$ cat src/rtl/gcd_host_sequencer.sv
// gcd_host_sequencer: requester-side front end for the subtraction GCD engine.
// Takes operand pairs on a valid/ready request port, loads them into the
// engine over its shared load bus (A then B), waits for the sticky done and
// returns the result on a valid/ready response port. Zero operands bypass the
// engine (it would never finish), and a watchdog bounds the wait.
module gcd_host_sequencer #(
  parameter int WIDTH   = 16,
  parameter int TIMEOUT = 70000,
  parameter int CWIDTH  = 17
) (
  input  logic              clk,
  input  logic              rst,
  input  logic              req_valid,
  output logic              req_ready,
  input  logic [WIDTH-1:0]  req_a,
  input  logic [WIDTH-1:0]  req_b,
  output logic              rsp_valid,
  input  logic              rsp_ready,
  output logic [WIDTH-1:0]  rsp_gcd,
  output logic              rsp_err,
  output logic [CWIDTH-1:0] rsp_cycles,
  output logic              eng_start,
  output logic [WIDTH-1:0]  eng_dat,
  input  logic              eng_done,
  input  logic [WIDTH-1:0]  eng_result
);

  typedef enum logic [2:0] {
    S_IDLE   = 3'd0,
    S_LOAD_A = 3'd1,
    S_LOAD_B = 3'd2,
    S_WAIT   = 3'd3,
    S_RESP   = 3'd4
  } state_t;

  localparam logic [WIDTH-1:0]  ZERO_W     = {WIDTH{1'b0}};
  localparam logic [CWIDTH-1:0] ZERO_C     = {CWIDTH{1'b0}};
  localparam logic [CWIDTH-1:0] ONE_C      = CWIDTH'(1);
  localparam logic [CWIDTH-1:0] TIMEOUT_C  = CWIDTH'(TIMEOUT);
  localparam logic [CWIDTH-1:0] LAST_C     = CWIDTH'(TIMEOUT - 1);

  state_t            state_q, state_d;
  logic [WIDTH-1:0]  a_q, a_d;
  logic [WIDTH-1:0]  b_q, b_d;
  logic [CWIDTH-1:0] cnt_q, cnt_d;
  logic [WIDTH-1:0]  rsp_gcd_q, rsp_gcd_d;
  logic              rsp_err_q, rsp_err_d;
  logic [CWIDTH-1:0] rsp_cycles_q, rsp_cycles_d;

  // Handshake flags and engine controls are pure decodes of the state register,
  // so reset drops them immediately and no input reaches an output directly.
  assign req_ready  = (state_q == S_IDLE);
  assign rsp_valid  = (state_q == S_RESP);
  assign eng_start  = (state_q == S_LOAD_A);
  assign eng_dat    = (state_q == S_LOAD_A) ? a_q : b_q;
  assign rsp_gcd    = rsp_gcd_q;
  assign rsp_err    = rsp_err_q;
  assign rsp_cycles = rsp_cycles_q;

  // State register, operand capture, wait counter and response registers.
  always_ff @(posedge clk or posedge rst) begin
    if (rst) begin
      state_q      <= S_IDLE;
      a_q          <= ZERO_W;
      b_q          <= ZERO_W;
      cnt_q        <= ZERO_C;
      rsp_gcd_q    <= ZERO_W;
      rsp_err_q    <= 1'b0;
      rsp_cycles_q <= ZERO_C;
    end else begin
      state_q      <= state_d;
      a_q          <= a_d;
      b_q          <= b_d;
      cnt_q        <= cnt_d;
      rsp_gcd_q    <= rsp_gcd_d;
      rsp_err_q    <= rsp_err_d;
      rsp_cycles_q <= rsp_cycles_d;
    end
  end

  // Next-state logic: request intake with zero bypass, engine load sequence,
  // watchdog-guarded wait for done, and response hold until accepted.
  always_comb begin
    state_d      = state_q;
    a_d          = a_q;
    b_d          = b_q;
    cnt_d        = cnt_q;
    rsp_gcd_d    = rsp_gcd_q;
    rsp_err_d    = rsp_err_q;
    rsp_cycles_d = rsp_cycles_q;

    case (state_q)
      S_IDLE: begin
        if (req_valid) begin
          a_d = req_a;
          b_d = req_b;
          if ((req_a == ZERO_W) && (req_b == ZERO_W)) begin
            rsp_gcd_d    = ZERO_W;
            rsp_err_d    = 1'b1;
            rsp_cycles_d = ZERO_C;
            state_d      = S_RESP;
          end else if (req_a == ZERO_W) begin
            rsp_gcd_d    = req_b;
            rsp_err_d    = 1'b0;
            rsp_cycles_d = ZERO_C;
            state_d      = S_RESP;
          end else if (req_b == ZERO_W) begin
            rsp_gcd_d    = req_a;
            rsp_err_d    = 1'b0;
            rsp_cycles_d = ZERO_C;
            state_d      = S_RESP;
          end else begin
            state_d = S_LOAD_A;
          end
        end else begin
          state_d = S_IDLE;
        end
      end
      S_LOAD_A: begin
        state_d = S_LOAD_B;
      end
      S_LOAD_B: begin
        cnt_d   = ZERO_C;
        state_d = S_WAIT;
      end
      S_WAIT: begin
        if (cnt_q != TIMEOUT_C) begin
          cnt_d = cnt_q + ONE_C;
        end else begin
          cnt_d = cnt_q;
        end
        // Done takes priority over the watchdog when both land together.
        if (eng_done) begin
          rsp_gcd_d    = eng_result;
          rsp_err_d    = 1'b0;
          rsp_cycles_d = cnt_q;
          state_d      = S_RESP;
        end else if (cnt_q == LAST_C) begin
          rsp_gcd_d    = ZERO_W;
          rsp_err_d    = 1'b1;
          rsp_cycles_d = TIMEOUT_C;
          state_d      = S_RESP;
        end else begin
          state_d = S_WAIT;
        end
      end
      S_RESP: begin
        if (rsp_ready) begin
          state_d = S_IDLE;
        end else begin
          state_d = S_RESP;
        end
      end
      default: begin
        state_d = S_IDLE;
      end
    endcase
  end

endmodule

$ cat config.mk
export PLATFORM = sky130hd
export DESIGN_NAME = gcd_host_sequencer
export DESIGN_NICKNAME = d
export VERILOG_FILES = /design/src/rtl/gcd_host_sequencer.sv
export SDC_FILE = /design/constraint.sdc
export NUM_CORES = 1
export LEC_CHECK = 0
export ABC_AREA = 1
export CAP_MARGIN = 20
export CORE_ASPECT_RATIO = 0.8
export CORE_MARGIN = 2
export CORE_UTILIZATION = 40
export CTS_BUF_LIST = sky130_fd_sc_hd__clkbuf_16
export DETAILED_ROUTE_END_ITERATION = 7
export DONT_BUFFER_PORTS = 1
export GPL_TIMING_DRIVEN = 0
export PLACE_DENSITY = 0.64
export SLEW_MARGIN = 20
export SYNTH_ARGS = -nofsm -noshare
export SYNTH_HDL_FRONTEND = slang
export SYNTH_SLANG_ARGS = --single-unit
$ cat constraint.sdc
create_clock -name clk -period 2.7 [get_ports clk]
set_clock_uncertainty 0.05 [all_clocks]
set_input_delay 0.54 -clock clk [delete_from_list [all_inputs] [get_ports clk]]
set_output_delay 0.54 -clock clk [all_outputs]
set_load 0.05 [all_outputs]
==> results.cfg <==
[cells_and_area]
area_growth_syn_to_layout_pct = 11.8
final_net_count = 711
drive_gt1_share_pct = 9.98
layout.cells.non_filler = 809
num-fill-cells = 1155
stdcell_area_sq_mm = 0.00519
n_antenna_cell = 0

[job]
drv_cap = 0

[synth]
synth_edf_count = 0
ys_types = 33
yosys_register_bits = 86
syn_avg_cell_area_sq_um = 7.21
synthCells = 644
synth_nets = 699
seq_area_frac_synth_pct = 46.3
synthArstFlopShare_pct = 100
ys_warn_count = 0
synthesis.area_sq_mm = 0.00464
synthFlopType = dfrtp_1

[grt]
antenna_found_initial = 0
overflow = 0
grt_max_degree = 32
grt_pass1_vias = 3991
grt_usage_pct = 21.3
grt_pass1_wl_microns = 21000

[timing]
fmax_mhz = 394
drv_slew = 0
fin_crit_sh_pct = 94.0
fin_tns_setup_ns = 0
setup_viol = 0
tightest_slew_ns = 1.01
period_minus_slack_ns = 2.54
finalHoldViolations = 0
rsz0062_at_grt = false
slew_headroom_pct = 32.2

[floorplan]
ios = 106
core-area_sq_mm = 0.0114
die-area_sq_mm = 0.0125
row_count = 35
fp.dieH_microns = 100
initial_utilization_pct = 40.6
die_x_microns = 124

[place]
place_congestion = 0.920
dp_cells = 794
dpl.hpwl_microns = 9810
io_buffers = 0
post_dp_cell_area_sq_mm = 0.00487

[detailed_routing]
first_pass_iters = 5
via_count = 4196
route.detailed.drc = 0
first_iter_violations = 313
via_per_inst = 5.19
ant_nets = 0
wl_microns = 12900
avgRoutedWirePerCell_microns = 16.0

[clocking]
ctsHoldBuffers = 0
cts-root-buf = clkbuf_16
path_clk_slew_ns = 0.06
clock_path_buffers = 2
cts_setup_buffers = 0
cts_buffers = 9
insertion_delay_ns = 0.34
cts_tree = yes
htree_levels = 3
cts_sinks = 86

[setup_path]
cp_max_fo = 10
rrSetupSlack_ns = 0.62
reg2reg_depth = 9
crit_type = reg -> out
r2r-end = rsp_cycles[4]$_DFFE_PP0P_
crit_arrival_ns = 1.95
r2r_start = state_q[0]$_DFF_PP0_
crit_start = state_q[0]$_DFF_PP0_
worst_setup_path_end_kind = output port
startpoint_type = register
crit_required_ns = 2.11

[power_and_ir_drop]
p_per_area_mw_per_mm2 = 1210
ir_drop_v = 0.000666
leakagePower_nw = 2.63

[status]
status = complete, no violations

[worst_hold_path]
hold_class = in -> async
[layer usage]
metal  track usage, %  routed length (microns)
met1             31.0                     6290
met2             30.8                     5330
met3             5.44                     1040
met4             7.26                      287
met5                0                        0
[metrics by stage]
stage                     power, mW  setup WS [ns]  hold WS, ns  utilization [%]
after global placement         4.98         -0.266        0.413             42.3
after global routing           6.69         0.0811        0.163             45.4
after floorplan                4.51          0.138        0.399                -
after detailed placement       5.04         -0.239        0.416             42.6
final                          6.30          0.162        0.104             45.4
after CTS                      6.31        0.00839        0.117             45.3
[timing repair]
| action | CTS | global route |
|---|---|---|
| endpoints found under the setup margin | 10 | 9 |
| gates resized for setup | 4 | 8 |
| pin swaps | 1 | 0 |
[cell usage after synthesis, types with 2 or more instances]
cell	count	area, sq um
a21oi_1	6	30.0
buf_1	2	7.51
buf_2	2	10.0
buf_4	3	22.5
clkbuf_1	13	48.8
clkinv_1	2	7.51
dfrtp_1	86	2150
ha_1	2	25.0
inv_1	43	161
inv_2	3	11.3
nand2_1	309	1160
nand2_2	13	81.3
nand2_4	3	33.8
nand3_1	38	190
nand3_2	2	20.0
nand4_1	14	87.6
nor2_1	41	154
nor2_4	5	56.3
nor3_1	5	25.0
o21ai_0	34	170
xor2_1	6	52.6
[critical path, stage by stage, from the launching register on]
cell	delay, ns
dfrtp_1	0.36
inv_2	0.08
nor3_4	0.38
clkbuf_4	0.41
nand2_1	0.12
nand2_2	0.26
[layout by cell type (no fill, tap or decap), drive strengths merged, types with 6 or more instances in the layout]
cell type  synthesis  layout
inv               47      49
nor2              48      48
dfrtp             86      86
nand3             41      41
buf                9      11
nand4             14      14
o21ai             34      34
a21oi              6       6
xor2               6       6
nand2            325     325
clkbuf            13      21
nor3               7       7
[cells by family after synthesis]
kind of cell	Yosys count	synth area share (%)
and+or+nand+nor	436	40.6
DFF	86	46.3
buffers and inverters	71	6.60
AOI/OAI and AO/OA	42	4.61
xor gates and xnor gates	7	1.32
adders and majority gates	2	0.539
[state kept, by name, summed over array words and instances (netlist names)]
register / flops
cnt_q: 17
rsp_cycles: 17
a_q: 16
b_q: 16
rsp_gcd: 16
state_q: 3
rsp_err: 1
[power by group]
part	internal [mW]	switching, mW	total, mW	leakage [nW]
Clock	0.712	0.516	1.23	0.144
Sequential	1.69	0.779	2.47	1.12
Combinational	0.604	2.00	2.61	1.36
Total	3.01	3.30	6.30	2.63
[worst max-delay path by stage]
stage / end / slack (ns) / depth (start not counted)
finish: eng_dat[10] / 0.16 / 5
CTS: eng_dat[7] / 0.008 / 6
global route: eng_dat[10] / 0.08 / 5
floorplan: eng_dat[10] / 0.14 / 4
global placement: eng_dat[6] / -0.27 / 4
detailed placement: eng_dat[11] / -0.24 / 4
[cell type report]
type / count / area (sq um) / area share, %
multi-input combinational: 487 / 2210 / 42.6
sequential: 86 / 2150 / 41.4
clock buffer: 9 / 225 / 4.34
inverter: 49 / 190 / 3.66
tap: 148 / 185 / 3.57
buffer: 21 / 120 / 2.31
clock inverter: 7 / 66.3 / 1.28
timing repair buffer: 2 / 40.0 / 0.771
No activity file was read; power rests on OpenSTA's default activity.
